==> config.mk <==
export PLATFORM = sky130hd
export DESIGN_NAME = tow_referee
export DESIGN_NICKNAME = d
export VERILOG_FILES = /design/src/rtl/tow_referee.sv
export SDC_FILE = /design/constraint.sdc
export NUM_CORES = 1
export LEC_CHECK = 0
export BUFFER_PORTS_ARGS = -buffer_cell sky130_fd_sc_hd__buf_2
export CAP_MARGIN = 25
export CORE_MARGIN = 2
export CORE_UTILIZATION = 45
export CTS_CLUSTER_DIAMETER = 120
export CTS_CLUSTER_SIZE = 28
export DETAILED_ROUTE_END_ITERATION = 10
export PLACE_DENSITY = 0.62
export SLEW_MARGIN = 5
export SYNTH_ARGS = -nofsm -noshare
export SYNTH_HDL_FRONTEND = slang
export SYNTH_SLANG_ARGS = --single-unit
==> constraint.sdc <==
create_clock -name clk -period 5.23 [get_ports clk]
set_input_delay 0.2615 -clock clk [delete_from_list [all_inputs] [get_ports clk]]
set_output_delay 0.2615 -clock clk [all_outputs]
set_load 0.01 [all_outputs]
==> src/rtl/tow_referee.sv <==
// Tug-of-war referee: start countdown, rope position tracking, win/foul hold.
// Optional PLAY idle-timeout (draw) enabled by defining TOW_TIMEOUT_EN.
module tow_referee #(
  parameter int NPOS          = 7,
  parameter int COUNT_TICKS   = 3,
  parameter int HOLD_TICKS    = 5,
  parameter int TIMEOUT_TICKS = 10
) (
  input  logic            clk,
  input  logic            rst,
  input  logic            slowen,
  input  logic            start,
  input  logic            pbl,
  input  logic            pbr,
  output logic [NPOS-1:0] leds,
  output logic [3:0]      count,
  output logic            winl,
  output logic            winr,
  output logic            foul,
  output logic            draw
);

  localparam int PW = $clog2(NPOS);
  localparam logic [PW-1:0] CENTRE = PW'((NPOS - 1) / 2);
  localparam logic [PW-1:0] TOP    = PW'(NPOS - 1);
  localparam logic [PW-1:0] ONE    = PW'(1);
  localparam logic [PW-1:0] ZERO   = '0;

  typedef enum logic [2:0] {IDLE, ARM, PLAY, WIN, FOUL} state_t;

  state_t        state;
  logic [PW-1:0] pos;
  logic [3:0]    hold;
  logic          pbl_q, pbr_q;
  logic          pl, pr;
  logic [PW-1:0] pos_up, pos_dn;

  assign pl     = pbl & ~pbl_q;
  assign pr     = pbr & ~pbr_q;
  assign pos_up = pos + ONE;
  assign pos_dn = pos - ONE;

  function automatic logic [NPOS-1:0] onehot(input logic [PW-1:0] p);
    logic [NPOS-1:0] v;
    v = {{(NPOS-1){1'b0}}, 1'b1};
    return v << p;
  endfunction

`ifdef TOW_TIMEOUT_EN
  logic [3:0] idle;
`else
  assign draw = 1'b0;
`endif

  always_ff @(posedge clk) begin
    if (rst) begin
      state <= IDLE;
      pos   <= CENTRE;
      leds  <= onehot(CENTRE);
      count <= 4'd0;
      winl  <= 1'b0;
      winr  <= 1'b0;
      foul  <= 1'b0;
      hold  <= 4'd0;
      pbl_q <= 1'b0;
      pbr_q <= 1'b0;
`ifdef TOW_TIMEOUT_EN
      draw  <= 1'b0;
      idle  <= 4'd0;
`endif
    end else begin
      pbl_q <= pbl;
      pbr_q <= pbr;
      case (state)
        IDLE: begin
          if (start) begin
            state <= ARM;
            count <= 4'(COUNT_TICKS);
          end
        end
        ARM: begin
          // a press beats a coincident countdown tick
          if (pl | pr) begin
            state <= FOUL;
            count <= 4'd0;
            foul  <= 1'b1;
            winl  <= pr & ~pl;
            winr  <= pl & ~pr;
            hold  <= 4'd0;
          end else if (slowen) begin
            if (count == 4'd1) begin
              state <= PLAY;
              count <= 4'd0;
`ifdef TOW_TIMEOUT_EN
              idle  <= 4'd0;
`endif
            end else begin
              count <= count - 4'd1;
            end
          end
        end
        PLAY: begin
          if (pl & ~pr) begin
            pos  <= pos_up;
            leds <= onehot(pos_up);
`ifdef TOW_TIMEOUT_EN
            idle <= 4'd0;
`endif
            if (pos_up == TOP) begin
              state <= WIN;
              winl  <= 1'b1;
              hold  <= 4'd0;
            end
          end else if (pr & ~pl) begin
            pos  <= pos_dn;
            leds <= onehot(pos_dn);
`ifdef TOW_TIMEOUT_EN
            idle <= 4'd0;
`endif
            if (pos_dn == ZERO) begin
              state <= WIN;
              winr  <= 1'b1;
              hold  <= 4'd0;
            end
          end
`ifdef TOW_TIMEOUT_EN
          else if (slowen) begin
            if (idle == 4'(TIMEOUT_TICKS - 1)) begin
              state <= WIN;
              draw  <= 1'b1;
              hold  <= 4'd0;
            end else begin
              idle <= idle + 4'd1;
            end
          end
`endif
        end
        WIN, FOUL: begin
          if (slowen) begin
            if (hold == 4'(HOLD_TICKS - 1)) begin
              state <= IDLE;
              pos   <= CENTRE;
              leds  <= onehot(CENTRE);
              winl  <= 1'b0;
              winr  <= 1'b0;
              foul  <= 1'b0;
              hold  <= 4'd0;
`ifdef TOW_TIMEOUT_EN
              draw  <= 1'b0;
`endif
            end else begin
              hold <= hold + 4'd1;
            end
          end
        end
        default: state <= IDLE;
      endcase
    end
  end

endmodule

# Yosys cells after proc, flatten, opt, wreduce, memory -nomap -nowiden
# Index checks and enable logic that the tools add are counted.
# totals
reg_bits	26
in_bits	6
out_inout_bits	15
wordCells	107
# op_classes
n_addsub	4
n_eq_ne	21
shift	2
mux	47
bitwise	9
reduce_logical	14
# op_table
cell	count
4-bit 2-to-1 mux	11
3-bit 2-to-1 mux	14
7-bit 2-to-1 mux	4
2-bit inequality test (second input constant)	9
3-bit inequality test (second input constant)	5
7-bit one-hot mux with 2 select lines	1
1-bit by 3-bit left shift with 7-bit output (first input constant)	2
3-bit one-hot mux with 4 select lines	1
4-bit one-hot mux with 3 select lines	1
6-bit AND reduction	2
1-bit 2-to-1 mux	10
4-bit one-hot mux with 2 select lines	1
4-bit AND reduction	2
8-bit AND reduction	1
7-bit AND reduction	1
3-bit by 2-bit equality test with 1-bit output (second input constant)	2
3-bit equality test (second input constant)	2
3-bit zero test	2
1-bit one-hot mux with 3 select lines	2
3-bit one-hot mux with 2 select lines	1
2-bit nonzero test	3
4-bit by 1-bit adder with 4-bit output (second input constant)	1
1-bit AND	4
4-bit by 1-bit equality test with 1-bit output (second input constant)	1
11 further kinds	14

# Longest topological paths before layout
# logic_depth
word_depth	7
ltp_mapped	10
depth_no_buf	8

# Worst setup path after synthesis
# No wires, ideal clock.
# synth_path
path_type	register -> register
startpoint	register pbl_q
endpoint	register leds[1]
setup_ns	0.101
arrival_ns	1.873
required_ns	5.129
setup_slack_ns	3.256
path_stages_with_launch	9
n_path_buf	1
period_less_slack_ns	1.974
path_cell_list	dfxtp_1 > nand2b_1 > inv_1 > ha_1 > clkbuf_1 > mux2i_1 > xnor2_1 > or3_1 > o41ai_1
# synth_between
elab_chain_cells	6
word_cells_on_any_way	9
classes_between	eq/ne: 1; mux: 2; bitwise: 5; reduce/logical: 1
# synth_rtl
item	line_no	text
start, declared	34	logic pbl_q, pbr_q;
start signal, assigned	72	pbl_q <= pbl;
1-bit NOT (*)	38	assign pl = pbl & ~pbl_q;
1-bit AND (*)	38	
1-bit NOT	114	end else if (pr & ~pl) begin
1-bit AND	114	
3-bit inequality test (no line)	--	
4-bit AND reduction (no line)	--	
end signal, assigned	105	leds <= onehot(pos_up);
end signal, assigned	116	leds <= onehot(pos_dn);
end signal, assigned	143	leds <= onehot(CENTRE);
end, declared	15	output logic [NPOS-1:0] leds,
# Every way passes the cells marked *; elsewhere a longest branch is shown, timed or not.
# A chain may end at the register's enable or synchronous reset.

# Worst setup path after layout
# layout_path
startpoint	register pos[0]
endpoint	register hold[0]
# layout_between
elab_chain_cells	4
word_cells_on_any_way	7
classes_between	add/sub: 2; eq/ne: 3; reduce/logical: 2
# layout_rtl
item	line_no	text
start, declared	32	logic [PW-1:0] pos;
start signal, assigned	104	pos <= pos_up;
start signal, assigned	115	pos <= pos_dn;
3-bit by 1-bit adder with 3-bit output / 3-bit by 1-bit subtractor with 3-bit output (equally long branches)	40, 41	
3-bit equality test / 3-bit zero test (equally long branches)	109, 120	
3-bit inequality test (no line)	--	
6-bit AND reduction (no line) (*)	--	
end signal, assigned	152	hold <= hold + 4'd1;
end, declared	33	logic [3:0] hold;
# Marked as above.

==> metrics.yaml <==
routing:
  wirelength_mm: 3.42
  antenna_left: 0
  drt_first_pass_iters: 4
  vias: 1427
  drc: 0
  routedWlPerCell_um: 13.9
  drtIter0Drc: 35
  viasPerCell: 5.80
setup_path:
  end_kind: "flop"
  cp.buffers_inverters: 1
  crit_path_max_fanout: 13
  startpoint_type: "flop"
  cp.arrival_ns: 2.65
  critical-path-top-delay-family: "simple AND/OR/NAND/NOR gates"
  cp_slowest_stage_delay_ns: 0.61
  worstPathCellList: "inv_1, ha_1, xnor2_1, a211o_1, nand3_1, or4_1, a21oi_1"
  cp_slowest_cell: "or4_1"
  critPathKind: "flop to flop"
  critPathRequiredTime_ns: 5.52
floorplanning:
  fp.dieW_um: 63.4
  dieArea_sq_mm: 0.00402
  ios: 21
  core-area_sq_mm: 0.00336
  die_height_um: 63.4
  initial_utilization_pct: 47.2
  rows: 21
final_layout:
  utilization_pct: 51.4
  antenna_cells: 0
  syn_to_final_growth_pct: 8.91
  drive_gt1_share_pct: 14.0
  nets: 218
placed_design:
  routabilityCongestion: 0.795
  pre_cts_slack_ns: 2.89
  place_hpwl_mm: 2.45
  io_buffers: 19
timing:
  setup_ws_ns: 2.87
  period_minus_slack_ns: 2.36
  finalCritPeriodShare_pct: 45.1
  drv_slew: 0
  finalSetupTns_ns: 0
  holdWs_ns: 0.143
  setup_violations: 0
  max_freq_ghz: 0.424
  rsz0062_at_grt: "false"
  final_hold_viol_count: 0
  fin_skew_ns: 0.0161
global_routing:
  met3_usage_pct: 2.32
  grt.busiest_layer: "met2"
  antenna_found_initial: 0
  gr-usage-met2_pct: 32.1
  grt_max_degree: 21
  grt_first_pass_wirelength_mm: 5.97
  use_met1_pct: 22.7
  overflow: 0
  track_usage_pct: 18.1
  first_global_vias: 1353
clock_tree:
  ctsHtreeMaxLevel: 1
  clkTransAtPathRegs_ns: 0.16
  cts_sinks: 26
  holdBufCountCts: 0
  clock_latency_ns: 0.34
  cts_setup_buffers: 0
  cts-root-to-sink-buffers: 2
  cts_tree: "built"
  cts_buffers: 3
  ctsResizeCount: 0
  root_buffer: "clkbuf_4"
pwr:
  pwr-share-clk_pct: 22.9
  sw_frac_of_total_pct: 37.4
  p_int_w: 0.000398
  p_leak_nw: 0.691
  power.density_mw_per_mm2: 368
  irDropWorstVdd_mv: 0.154
  combPwrFrac_pct: 36.1
  p_sw_w: 0.000238
  share_seq_of_total_power_pct: 41.0
  power.total_w: 0.000636
synth:
  synth_nets: 207
  synth_edf_count: 0
  yosys_warnings: 0
  avgSynthCellArea_sq_um: 8.35
  synth_top_family_by_area: "simple AND/OR/NAND/NOR gates"
  yosys.area.top_type: "dfxtp_1"
  yosys.area_share.simple_pct: 25.8
  synth-seq-cells: 26
  synth_fa_ha_area_share_pct: 8.68
  synth_xor_area_share_pct: 2.21
  postSynthCellCount: 190
  syn_area_sq_mm: 0.00159
  synth.distinct_cells: 52
  synth_top_area_share_pct: 32.8
  synth_area_leaders: "dfxtp_1 (33%), ha_1 (8.7%), a21oi_1 (4.1%), nand3_1 (3.8%), inv_1 (2.8%)"
  synth-main-ff-cell: "dfxtp_1"
  synth-compound-area-share_pct: 22.3
  async_flop_share_pct: 0
  synthMuxAreaShare_pct: 0.631
  ys_seq_area_share_pct: 32.8
outcome:
  status: "completed"
min_path:
  min_path_type: "input pin to flop"
run:
  maxCapViolations: 0
[stage by stage]
stage	cell area, sq um	std cells
2_1_floorplan	1590	190
3_3_place_gp	1670	241
3_5_place_dp	1670	241
4_1_cts	1720	245
5_1_grt	1730	246
6_report	1730	246
[per-layer routing]
layer / vias to the layer above / part of all wire [%]
met5: - / 0
met4: 0 / 1.3
met3: 5 / 2.1
met2: 18 / 49
met1: 691 / 47
li1: 713 / -
[sequential cells by signal, indices dropped and copies added, names as in the netlist]
| name | cells |
|---|---|
| foul | 1 |
| pbr_q | 1 |
| winr | 1 |
| winl | 1 |
| hold | 4 |
| state | 3 |
| leds | 7 |
| pbl_q | 1 |
| pos | 3 |
| count | 4 |
[final cells by class]
cell class                 instances  area (sq um)
clock buffer                       3          22.5
clock inverter                     1          30.0
fill                             359          1640
inverter                          12          45.0
multi-input combinational        138           950
sequential                        26           520
tap                               46          57.6
timing repair buffer              20           103
[final timing paths]
kind / start / end / slack (ns) / depth (start not counted)
worst max register to register: pos[0]$_SDFFE_PP1P_ / hold[0]$_SDFFE_PP0P_ / 2.87 / 7
worst min register to register: leds[4]$_SDFFE_PP0P_ / leds[4]$_SDFFE_PP0P_ / 0.48 / 2
worst max-delay path: pos[0]$_SDFFE_PP1P_ / hold[0]$_SDFFE_PP0P_ / 2.87 / 7
worst min-delay path: pbl / pbl_q$_SDFF_PP0_ / 0.14 / 2
[cell usage in the layout, fill, tap and decap left out, types with 4 or more instances in the layout]
cell	count
ha_1	11
inv_1	12
o31ai_1	6
buf_2	19
dfxtp_1	26
nand2_1	7
nand3_1	12
nor2_1	9
nand3b_1	4
a21oi_1	13
o21ai_0	7
nand2b_1	6
[cells in the mapped netlist, types with 3 or more instances]
| master | number |
|---|---|
| buf_2 | 6 |
| or3_1 | 3 |
| nor4_1 | 3 |
| xnor2_1 | 3 |
| dfxtp_1 | 26 |
| nand3_1 | 12 |
| o41ai_1 | 3 |
| o21ai_1 | 3 |
| nand2_1 | 7 |
| nand2b_1 | 6 |
| clkbuf_1 | 5 |
| and2_1 | 3 |
| a21oi_1 | 13 |
| nor2_1 | 9 |
| o21ai_0 | 7 |
| o31ai_1 | 6 |
| nand3b_1 | 4 |
| inv_1 | 12 |
| nor3_1 | 3 |
| ha_1 | 11 |
| nor2b_1 | 3 |
[logic make-up (layout without fill, tap and decap cells)]
group,count (synthesis),in the layout
other cells,1,1
xor+xnor,4,4
mux,1,1
compound gates,53,53
buf+inv,26,36
flops,26,26
simple gates,68,68
fa+ha+maj,11,11
[power by group through the flow]
stage,Sequential [W],Combinational [W],Clock [W]
after floorplan,0.000256,0.000191,0
after global placement,0.000263,0.000220,0
after detailed placement,0.000265,0.000228,0
after CTS,0.000260,0.000230,0.000146
after global routing,0.000268,0.000260,0.000154
final,0.000260,0.000230,0.000146
Note: power is estimated with default switching activity, not from simulation.
